### src/rtl/wallace_div_pkg.sv
// Shared widths, state encoding and constants for the restoring divider.
// Purely declarative; no logic, latency or backpressure of its own.
package wallace_div_pkg;

  localparam int DIVIDEND_W = 16;
  localparam int DIVISOR_W  = 8;
  localparam int CNT_W      = 4;

  localparam logic [DIVIDEND_W-1:0] DBZ_QUOTIENT = 16'hFFFF;

  typedef enum logic [1:0] {
    IDLE,
    BUSY,
    DONE
  } state_t;

endpackage

### src/rtl/restoring_div_step.sv
// One radix-2 restoring step: compare trial against divisor, subtract if it fits.
// Combinational, zero latency; no handshake.
module restoring_div_step
  import wallace_div_pkg::*;
(
  input  logic [DIVISOR_W:0]   trial,
  input  logic [DIVISOR_W-1:0] divisor,
  output logic [DIVISOR_W-1:0] rem_nxt,
  output logic                 q_bit
);

  always_comb begin
    q_bit = (trial >= {1'b0, divisor});
    // The result is always below the divisor, so 8-bit modular subtraction is exact.
    rem_nxt = q_bit ? (trial[DIVISOR_W-1:0] - divisor) : trial[DIVISOR_W-1:0];
  end

endmodule

### src/rtl/wallace_product_restoring_divider.sv
// Unsigned 16/8 restoring divider, one quotient bit per cycle; DIVIDER_FAST_BYPASS_EN adds fast paths.
// Latency: 16 edges after accept; divide-by-zero (and bypass cases) complete on the accept edge.
// Backpressure: result is held in DONE until out_ready; no new operand accepted until back in IDLE.
module wallace_product_restoring_divider
  import wallace_div_pkg::*;
(
  input  logic                  clk,
  input  logic                  rst,
  input  logic                  in_valid,
  output logic                  in_ready,
  input  logic [DIVIDEND_W-1:0] dividend,
  input  logic [DIVISOR_W-1:0]  divisor,
  output logic                  out_valid,
  input  logic                  out_ready,
  output logic [DIVIDEND_W-1:0] quotient,
  output logic [DIVISOR_W-1:0]  remainder,
  output logic                  div_by_zero
);

  state_t                  state_q, state_d;
  logic [DIVISOR_W-1:0]    div_q, div_d;
  logic [DIVISOR_W-1:0]    rem_q, rem_d;
  logic [DIVIDEND_W-1:0]   quot_q, quot_d;
  logic [CNT_W-1:0]        cnt_q, cnt_d;
  logic                    dbz_q, dbz_d;

  logic [DIVISOR_W:0]      trial;
  logic [DIVISOR_W-1:0]    step_rem;
  logic                    step_q;

  // The quotient register doubles as the dividend shift register.
  assign trial = {rem_q, quot_q[DIVIDEND_W-1]};

  restoring_div_step u_step (
    .trial   (trial),
    .divisor (div_q),
    .rem_nxt (step_rem),
    .q_bit   (step_q)
  );

  always_comb begin
    state_d = state_q;
    div_d   = div_q;
    rem_d   = rem_q;
    quot_d  = quot_q;
    cnt_d   = cnt_q;
    dbz_d   = dbz_q;
    case (state_q)
      IDLE: begin
        if (in_valid) begin
          div_d  = divisor;
          rem_d  = '0;
          quot_d = dividend;
          cnt_d  = '0;
          if (divisor == '0) begin
            state_d = DONE;
            quot_d  = DBZ_QUOTIENT;
            rem_d   = dividend[DIVISOR_W-1:0];
            dbz_d   = 1'b1;
          end
`ifdef DIVIDER_FAST_BYPASS_EN
          else if (dividend == '0 || divisor == DIVISOR_W'(1)) begin
            state_d = DONE;
            dbz_d   = 1'b0;
          end
`endif
          else begin
            state_d = BUSY;
            dbz_d   = 1'b0;
          end
        end
      end
      BUSY: begin
        rem_d  = step_rem;
        quot_d = {quot_q[DIVIDEND_W-2:0], step_q};
        cnt_d  = cnt_q + 1'b1;
        if (cnt_q == '1) begin
          state_d = DONE;
        end
      end
      DONE: begin
        if (out_ready) begin
          state_d = IDLE;
        end
      end
      default: state_d = IDLE;
    endcase
  end

  always_ff @(posedge clk) begin
    if (rst) begin
      state_q <= IDLE;
      div_q   <= '0;
      rem_q   <= '0;
      quot_q  <= '0;
      cnt_q   <= '0;
      dbz_q   <= 1'b0;
    end else begin
      state_q <= state_d;
      div_q   <= div_d;
      rem_q   <= rem_d;
      quot_q  <= quot_d;
      cnt_q   <= cnt_d;
      dbz_q   <= dbz_d;
    end
  end

  assign in_ready    = (state_q == IDLE);
  assign out_valid   = (state_q == DONE);
  assign quotient    = quot_q;
  assign remainder   = rem_q;
  assign div_by_zero = dbz_q;

endmodule
### config.mk
export PLATFORM = sky130hd
export DESIGN_NAME = wallace_product_restoring_divider
export DESIGN_NICKNAME = d
export VERILOG_FILES = /design/src/rtl/wallace_div_pkg.sv /design/src/rtl/restoring_div_step.sv /design/src/rtl/wallace_product_restoring_divider.sv
export SDC_FILE = /design/constraint.sdc
export NUM_CORES = 1
export LEC_CHECK = 0
export BUFFER_PORTS_ARGS = -buffer_cell sky130_fd_sc_hd__buf_2
export CORE_MARGIN = 2
export CORE_UTILIZATION = 40
export DETAILED_ROUTE_END_ITERATION = 8
export MAX_ROUTING_LAYER = met4
export PLACE_DENSITY_LB_ADDON = 0.12
export SLEW_MARGIN = 15
export SYNTH_ARGS = -nofsm -noshare
export SYNTH_HDL_FRONTEND = slang
export SYNTH_HIERARCHICAL = 1
export SYNTH_SLANG_ARGS = --single-unit
### constraint.sdc
create_clock -name clk -period 2.9 [get_ports clk]
set_input_delay 0.58 -clock clk [delete_from_list [all_inputs] [get_ports clk]]
set_output_delay 0.58 -clock clk [all_outputs]
set_load 0.01 [all_outputs]
==> results.py, run 1 <==
metrics = {
    "timing": {
        "fin_setup_tns_ns": 0,
        "fmaxAchievable_mhz": 387,
        "holdWs_ns": 0.459,
        "hold_viol_final": 0,
        "fin_skew_ns": 0.00787,
        "tightest_slew_ns": 0.623,
        "finalCritPeriodShare": 0.890,
        "slew-limit-headroom": 0.584,
        "fin_crit_ns": 2.58,
        "slew_viol_final": 0,
        "rsz0062_at_grt": "false",
        "setup_viol": 0,
    },
    "pwr": {
        "p_clk_frac": 0.219,
        "finalPower_uw": 1680,
        "combPwrFrac": 0.397,
        "power.share.switching": 0.348,
        "p_seq_frac": 0.384,
        "p_switching_uw": 584,
        "power_density_nw_per_um2": 598,
        "intPower_uw": 1090,
        "ir_worst_vdd_v": 0.000243,
        "p_leak_uw": 0.00117,
    },
    "cells_and_area": {
        "antenna-diode-count": 0,
        "final_cell_mix": "buf_2 (54), dfxtp_1 (39), a21oi_1 (38)",
        "postLayoutCellArea_um2": 2810,
        "fin_cells": 405,
        "layout-drive-gt1-share": 0.300,
        "nNetsFinal": 367,
        "layout_commonest_cell": "buf_2",
        "area_growth_pct": 15.7,
    },
    "place": {
        "dp.cells": 397,
        "io_buffers": 54,
        "placed_cell_area_um2": 2720,
        "gp_congestion": 0.745,
        "hpwl_mm": 4.49,
    },
    "routing": {
        "drt_first_pass_iters": 4,
        "drc_errors": 0,
        "viasPerCell": 5.37,
        "routed-via-count": 2174,
        "ant_nets": 0,
        "drtIter0Drc": 137,
        "totalWireLength_mm": 6.20,
        "post_drt_wl_per_cell_um": 15.3,
    },
    "critical_path": {
        "endpoint_kind": "flop",
        "worstSetupPathType": "reg -> reg",
        "path_max_fanout": 9,
        "worstPathArrival_ns": 2.76,
        "r2r.worst_path.cells": 10,
        "worstPathRequired_ns": 3.08,
        "critPathLaunchType": "flop",
    },
    "clock_network": {
        "tritoncts": "built",
        "insertion_delay_ns": 0.29,
        "cts.sinks": 39,
        "clock_path_buffers": 2,
        "hold_buffers": 0,
        "root_buffer": "clkbuf_8",
        "postCtsSetupBuffers": 0,
        "cts-buffers-inserted": 5,
        "cts.clk_slew.worst_paths_ns": 0.08,
        "cts-resized-gates": 0,
        "htreeDepth": 2,
    },
    "die": {
        "io_pins": 55,
        "num_rows": 28,
        "die_h_um": 81.9,
        "die_area_um2": 6700,
        "start_util": 0.412,
        "die_x_um": 81.9,
        "fp.coreArea_um2": 5890,
    },
    "logic_synthesis": {
        "ys.warnings.count": 6,
        "netlist_area_um2": 2430,
        "async_reset_ff_frac": 0,
        "synthCells": 281,
        "synth_cell_types": 47,
        "synth_flop_cell": "dfxtp_1",
        "synth_edf_count": 0,
        "avgSynthCellArea_um2": 8.63,
        "yosysSeqAreaShare": 0.322,
        "ys_top_cells_by_area": "dfxtp_1 (32%), a21oi_1 (7.8%), ha_1 (4.6%)",
        "syn_nets": 319,
        "ys_seq_elements": 39,
        "yosysTopAreaCell": "dfxtp_1",
        "synth_top_area_share": 0.322,
    },
    "global_routing": {
        "antenna_found_initial": 0,
        "grt_overflow": 0,
        "grt_start_max_net_pins": 24,
        "grt_pass1_wl_mm": 10.1,
        "track_usage": 0.201,
        "grt_pass1_vias": 2053,
    },
    "status": {
        "status": "finished clean",
    },
    "hold_path": {
        "worstHoldPathCells": 2,
        "hold_path_class": "reg -> reg",
    },
    "flow_run": {
        "maxCapViolCount": 0,
    },
}
-- power by group through the flow --
stage	logic (µW)	clock network, µW	registers (µW)
after floorplan	517	0	658
after global placement	662	0	657
after detailed placement	666	0	657
after CTS	669	380	645
after global routing	742	401	654
final	666	368	645
-- area by class of cell --
type	instances	area, µm²
fill	614	3080
multi-input combinational	194	1420
sequential	39	781
timing repair buffer	61	323
inverter	28	105
tap	75	93.8
clock buffer	6	72.6
clock inverter	2	12.5
-- Yosys cell counts, drive strengths merged, types with 2 or more instances --
| master | instances |
|---|---|
| mux2i | 3 |
| a211oi | 18 |
| buf | 11 |
| clkbuf | 9 |
| nand2b | 11 |
| ha | 9 |
| nor2 | 18 |
| o32ai | 8 |
| o21a | 2 |
| inv | 28 |
| nor3 | 3 |
| nor2b | 5 |
| nor4 | 3 |
| dfxtp | 39 |
| a21o | 5 |
| nor3b | 3 |
| mux2 | 6 |
| xnor2 | 3 |
| nand3 | 5 |
| a21oi | 38 |
| nand4b | 6 |
| nand4 | 2 |
| o21ai | 3 |
| o221a | 8 |
| nand2 | 20 |
-- cell families after synthesis --
family          after synthesis  share of synthesized area
flops                        39                      0.322
xor+xnor                      3                     0.0108
compound gates               93                      0.286
mux                           9                     0.0495
fa+ha+maj                    10                     0.0547
simple gates                 79                      0.184
buf+inv                      48                     0.0933
-- worst max-delay path, stage by stage (launching register included) --
cell and delay (ns):
dfxtp_1 0.34, inv_1 0.05, ha_1 0.37, a21o_1 0.24, a2111oi_2 0.39, o21a_1 0.17
buf_4 0.19, mux2_4 0.31, nand2b_1 0.13, a21oi_1 0.18, a211oi_2 0.09
-- metrics by stage --
step           setup slack [ns]  utilization
2_1_floorplan             0.474            -
3_3_place_gp              0.386        0.462
3_5_place_dp              0.345        0.462
4_1_cts                   0.322        0.477
5_1_grt                  0.0619        0.477
6_report                  0.318        0.477
-- state kept, by name (all words and copies together), names as in the netlist --
| name | flops |
|---|---|
| cnt_q | 4 |
| div_by_zero | 1 |
| div_q | 8 |
| quotient | 16 |
| remainder | 8 |
| state_q | 2 |
-- worst paths after layout --
path,start,to,slack [ns]
worst max-delay path,div_q[6],remainder[5],0.32
worst min-delay path,div_q[2],div_q[2],0.46
worst max register to register,div_q[6],remainder[5],0.32
worst min register to register,div_q[2],div_q[2],0.46
-- metal layers --
metal,wire length [µm],track usage,vias up
met2,2810,0.314,39
met4,55,0.0450,0
li1,-,-,1110
met1,3140,0.269,1021
met5,0,-,-
met3,197,0.0385,4
Note: power is estimated with default switching activity, not from simulation.
==> run 2: changes to the inputs <==
Settings changed: CORE_UTILIZATION 40 to 54.
==> run 2 against run 1 <==
  * Cell count down 5.4%
  * Power up 5.9%
  * Highest routed layer unchanged
  * First-iteration DRC count down 26%
  * Global-route usage up 5.2 points
  * Sequential power about the same
  * Critical path depth up 1
  * Wire length down 5.0%
  * Maximum frequency down 3.7%
  * Combinational power up 0.8%
  * Clock power up 26%
==> results.py, run 2 (same netlist as run 1, synthesis figures left out) <==
metrics = {
    "status": {
        "status": "finished clean",
    },
    "timing": {
        "hold_viol_final": 0,
        "slew-limit-headroom": 0.479,
        "fin_skew_ns": 0.00620,
        "fin_crit_ns": 2.68,
        "finalCritPeriodShare": 0.925,
        "tightest_slew_ns": 0.776,
        "fin_setup_tns_ns": 0,
        "fmaxAchievable_mhz": 373,
        "slew_viol_final": 0,
        "setup_viol": 0,
        "rsz0062_at_grt": "false",
    },
    "clock_network": {
        "root_buffer": "clkbuf_8",
        "clock_path_buffers": 2,
        "hold_buffers": 0,
        "postCtsSetupBuffers": 0,
        "cts-buffers-inserted": 5,
        "cts.sinks": 39,
        "cts-resized-gates": 0,
        "cts.clk_slew.worst_paths_ns": 0.08,
        "htreeDepth": 2,
        "tritoncts": "built",
        "insertion_delay_ns": 0.30,
    },
    "cells_and_area": {
        "fin_cells": 383,
        "nNetsFinal": 368,
        "layout_commonest_cell": "buf_2",
        "layout-drive-gt1-share": 0.305,
        "area_growth_pct": 15.9,
        "final_cell_mix": "buf_2 (54), dfxtp_1 (39), a21oi_1 (38)",
        "antenna-diode-count": 0,
        "fillers": 402,
        "largest_reg_flops": 16,
    },
    "critical_path": {
        "critPathLaunchType": "flop",
        "endpoint_kind": "flop",
        "path_max_fanout": 7,
        "worstPathRequired_ns": 3.08,
        "r2r-start": "div_q[5]",
        "r2r.worst_path.cells": 11,
        "critical_path.startpoint": "div_q[5]",
        "worstSetupPathType": "reg -> reg",
        "worstPathArrival_ns": 2.86,
        "rrSetupSlack_ns": 0.22,
    },
    "place": {
        "dp.cells": 375,
        "gp_congestion": 0.936,
        "io_buffers": 54,
        "hpwl_mm": 4.30,
    },
    "pwr": {
        "p_switching_uw": 596,
        "combPwrFrac": 0.377,
        "ir_worst_vdd_v": 0.000368,
        "p_leak_uw": 0.00120,
        "p_seq_frac": 0.361,
        "power_density_nw_per_um2": 632,
        "intPower_uw": 1180,
        "p_clk_frac": 0.262,
        "power.share.switching": 0.335,
    },
    "global_routing": {
        "grt_overflow": 0,
        "grt_pass1_wl_mm": 9.86,
        "antenna_found_initial": 0,
        "track_usage": 0.252,
        "grt_pass1_vias": 2053,
        "grt_start_max_net_pins": 30,
    },
    "die": {
        "num_rows": 24,
        "io_pins": 55,
        "die_x_um": 71.0,
        "die_h_um": 71.0,
        "fp.coreArea_um2": 4350,
        "start_util": 0.557,
        "die_area_um2": 5040,
    },
    "routing": {
        "totalWireLength_mm": 5.89,
        "routed-via-count": 2204,
        "drtIter0Drc": 102,
        "viasPerCell": 5.75,
        "drc_errors": 0,
        "ant_nets": 0,
        "drt_first_pass_iters": 4,
        "post_drt_wl_per_cell_um": 15.4,
    },
    "hold_path": {
        "hold_path_class": "reg -> reg",
        "hp-start": "div_q[7]",
        "worstHoldPathCells": 2,
    },
    "flow_run": {
        "maxCapViolCount": 0,
    },
}
## run 2: changes by cell type in the layout (fill, tap and decap cells not counted)
cell | before | now
buf_4 | 7 | 8
bufinv_16 | 0 | 1
clkbuf_1 | 1 | 0
clkinv_4 | 0 | 1
clkinvlp_4 | 1 | 0
## run 2: path summary, 6_finish.rpt
check,end
worst max-delay path,remainder[5]
worst min-delay path,div_q[7]
worst max register to register,remainder[5]
worst min register to register,div_q[7]
## run 2: critical path, stage by stage (launching register included)
cell and delay (ns):
dfxtp_1 0.35, inv_1 0.05, ha_1 0.38, nand3_1 0.16, nor3_1 0.08, a2111oi_2 0.33
o21a_1 0.27, buf_4 0.21, mux2_4 0.30, nand2b_1 0.14, a21oi_1 0.20, a211oi_2 0.09
## run 2: power groups by stage
stage,clock network [µW],logic (µW),registers (µW)
2_1_floorplan,0,517,658
3_3_place_gp,0,654,653
3_5_place_dp,0,665,655
4_1_cts,470,668,642
5_1_grt,490,736,650
6_report,465,671,642
## run 2: layout make-up
cell class              instances  area [µm²]  share of cell area
inverters                      28         105              0.0374
clock buffers                   5        68.8              0.0245
repair buffers                 62         330               0.117
clock inverters                 3        43.8              0.0156
well taps                      52        65.1              0.0231
multi-input cells             194        1420               0.504
flip-flops and latches         39         781               0.278
## run 2: per-layer routing
layer | GRT usage | vias up | routed length, µm
met3 | 0.0570 | 6 | 272
met1 | 0.337 | 1027 | 2780
met5 | - | - | 0
met4 | 0.0797 | 0 | 70
li1 | - | 1112 | -
met2 | 0.382 | 59 | 2770
## run 2: stage by stage
step	worst slack, ns	utilization	power [µW]	cell area (µm²)	hold WS (ns)
3_5_place_dp	0.242	0.620	1320	2700	0.448
3_3_place_gp	0.314	0.620	1310	2700	0.443
4_1_cts	0.235	0.646	1780	2810	0.460
5_1_grt	0.0538	0.646	1880	2810	0.474
2_1_floorplan	0.474	-	1180	2430	0.436
6_report	0.219	0.646	1780	2810	0.456
==> run 3: changes to the inputs <==
Clock period 2.9 ns to 2.5 ns, I/O delays scaled along.
==> run 3 against run 2 <==
  * Non-clock buffer count grew 13
  * Worst hold slack lost 0.0029 ns
  * Critical path depth shrank 1
  * Worst setup slack lost 0.16 ns
  * Design area grew 5.9%
  * Critical endpoint is now remainder[4]
  * Highest routed layer unchanged
==> results.py, run 3 (same netlist as run 1, synthesis figures left out) <==
metrics = {
    "global_routing": {
        "grt_pass1_wl_mm": 9.69,
        "grt_start_max_net_pins": 33,
        "track_usage": 0.247,
        "grt_overflow": 0,
        "antenna_found_initial": 0,
        "grt_pass1_vias": 2020,
    },
    "routing": {
        "post_drt_wl_per_cell_um": 15.4,
        "viasPerCell": 5.70,
        "ant_nets": 0,
        "drtIter0Drc": 188,
        "drc_errors": 0,
        "drt_first_pass_iters": 4,
        "routed-via-count": 2258,
        "totalWireLength_mm": 6.09,
    },
    "cells_and_area": {
        "layout-drive-gt1-share": 0.366,
        "nNetsFinal": 381,
        "postLayoutCellArea_um2": 2980,
        "fillers": 377,
        "layout_commonest_cell": "buf_2",
        "final_cell_mix": "buf_2 (54), dfxtp_1 (38), a21oi_1 (33)",
        "antenna-diode-count": 0,
        "largest_reg_flops": 16,
        "area_growth_pct": 22.7,
        "fin_util": 0.684,
    },
    "clock_network": {
        "cts.clk_slew.worst_paths_ns": 0.08,
        "cts.sinks": 39,
        "insertion_delay_ns": 0.29,
        "clock_path_buffers": 2,
        "cts-buffers-inserted": 5,
        "htreeDepth": 2,
        "tritoncts": "built",
        "root_buffer": "clkbuf_8",
    },
    "die": {
        "fp.coreArea_um2": 4350,
        "io_pins": 55,
        "num_rows": 24,
        "die_x_um": 71.0,
        "start_util": 0.557,
        "die_area_um2": 5040,
        "die_h_um": 71.0,
    },
    "timing": {
        "fin_setup_tns_ns": 0,
        "slew-limit-headroom": 0.545,
        "fin_skew_ns": 0.00265,
        "fin_ws_ns": 0.0537,
        "fin_crit_ns": 2.45,
        "fmaxAchievable_mhz": 409,
        "holdWs_ns": 0.454,
        "tightest_slew_ns": 0.681,
        "setup_viol": 0,
        "finalCritPeriodShare": 0.979,
        "slew_viol_final": 0,
        "hold_viol_final": 0,
    },
    "critical_path": {
        "worstSetupPathType": "reg -> reg",
        "worstPathArrival_ns": 2.62,
        "worstPathRequired_ns": 2.67,
        "critPathLaunchType": "flop",
        "path_max_fanout": 9,
        "endpoint_kind": "flop",
        "r2r.worst_path.cells": 10,
    },
    "hold_path": {
        "worstHoldPathCells": 2,
        "hold_path_class": "reg -> reg",
    },
    "place": {
        "dp_slack_ns": 0.0246,
        "hpwl_mm": 4.44,
        "gp_congestion": 0.913,
        "io_buffers": 54,
        "placed_cell_area_um2": 2810,
    },
    "status": {
        "status": "finished clean",
    },
    "flow_run": {
        "maxCapViolCount": 0,
    },
    "pwr": {
        "p_leak_uw": 0.00126,
        "ir_worst_vdd_v": 0.000452,
        "power_density_nw_per_um2": 696,
    },
}
[run 3: cell count changes in the layout (fill, tap and decap cells not counted), sizes merged]
cell | previous run | this run
clkbuf | 5 | 6
clkinv | 2 | 1
bufinv | 1 | 0
buf | 62 | 75
clkinvlp | 0 | 1
[run 3: critical path, cell delays in order (launching register included)]
cell and delay (ns):
dfxtp_1 0.33, inv_1 0.08, ha_4 0.26, a21o_1 0.20, a2111oi_4 0.39, o21a_1 0.22, buf_12 0.14, mux2_4 0.29
nand2b_1 0.16, a21oi_2 0.16, a211oi_2 0.08
[run 3: cell type report]
cell class              count  area [µm²]  share of cell area
multi-input cells         194        1500               0.504
flip-flops and latches     39         782               0.263
repair buffers             75         440               0.148
inverters                  28         105              0.0353
clock buffers               6        72.6              0.0244
well taps                  52        65.1              0.0218
clock inverters             2        12.5             0.00420
[run 3: where the power goes]
group          internal, µW  switching (µW)  leakage, µW
registers               683            58.5     0.000322
logic                   487             427     0.000895
clock network           195             221    0.0000412
total                  1370             707      0.00126
[run 3: final timing paths]
kind                  from           end  slack, ns
setup reg to reg  div_q[6]  remainder[4]       0.05
hold reg to reg   div_q[4]      div_q[4]       0.45
setup / recovery  div_q[6]  remainder[4]       0.05
hold / removal    div_q[4]      div_q[4]       0.45
[run 3: per-layer routing]
metal | track usage | wire [µm]
met5 | - | 0
met4 | 0.0587 | 59
met3 | 0.0513 | 260
met2 | 0.378 | 2910
met1 | 0.337 | 2860
[run 3: through the flow]
stage | instances | total power, µW
2_1_floorplan | 281 | 1360
3_3_place_gp | 388 | 1610
3_5_place_dp | 388 | 1610
4_1_cts | 396 | 2030
5_1_grt | 396 | 2200
6_report | 396 | 2070
[run 3: repair_timing]
action / CTS / global route
hold buffers: 0 / 0
resized for setup: 0 / 14
setup endpoints to repair: 0 / 6
setup buffers: 0 / 0
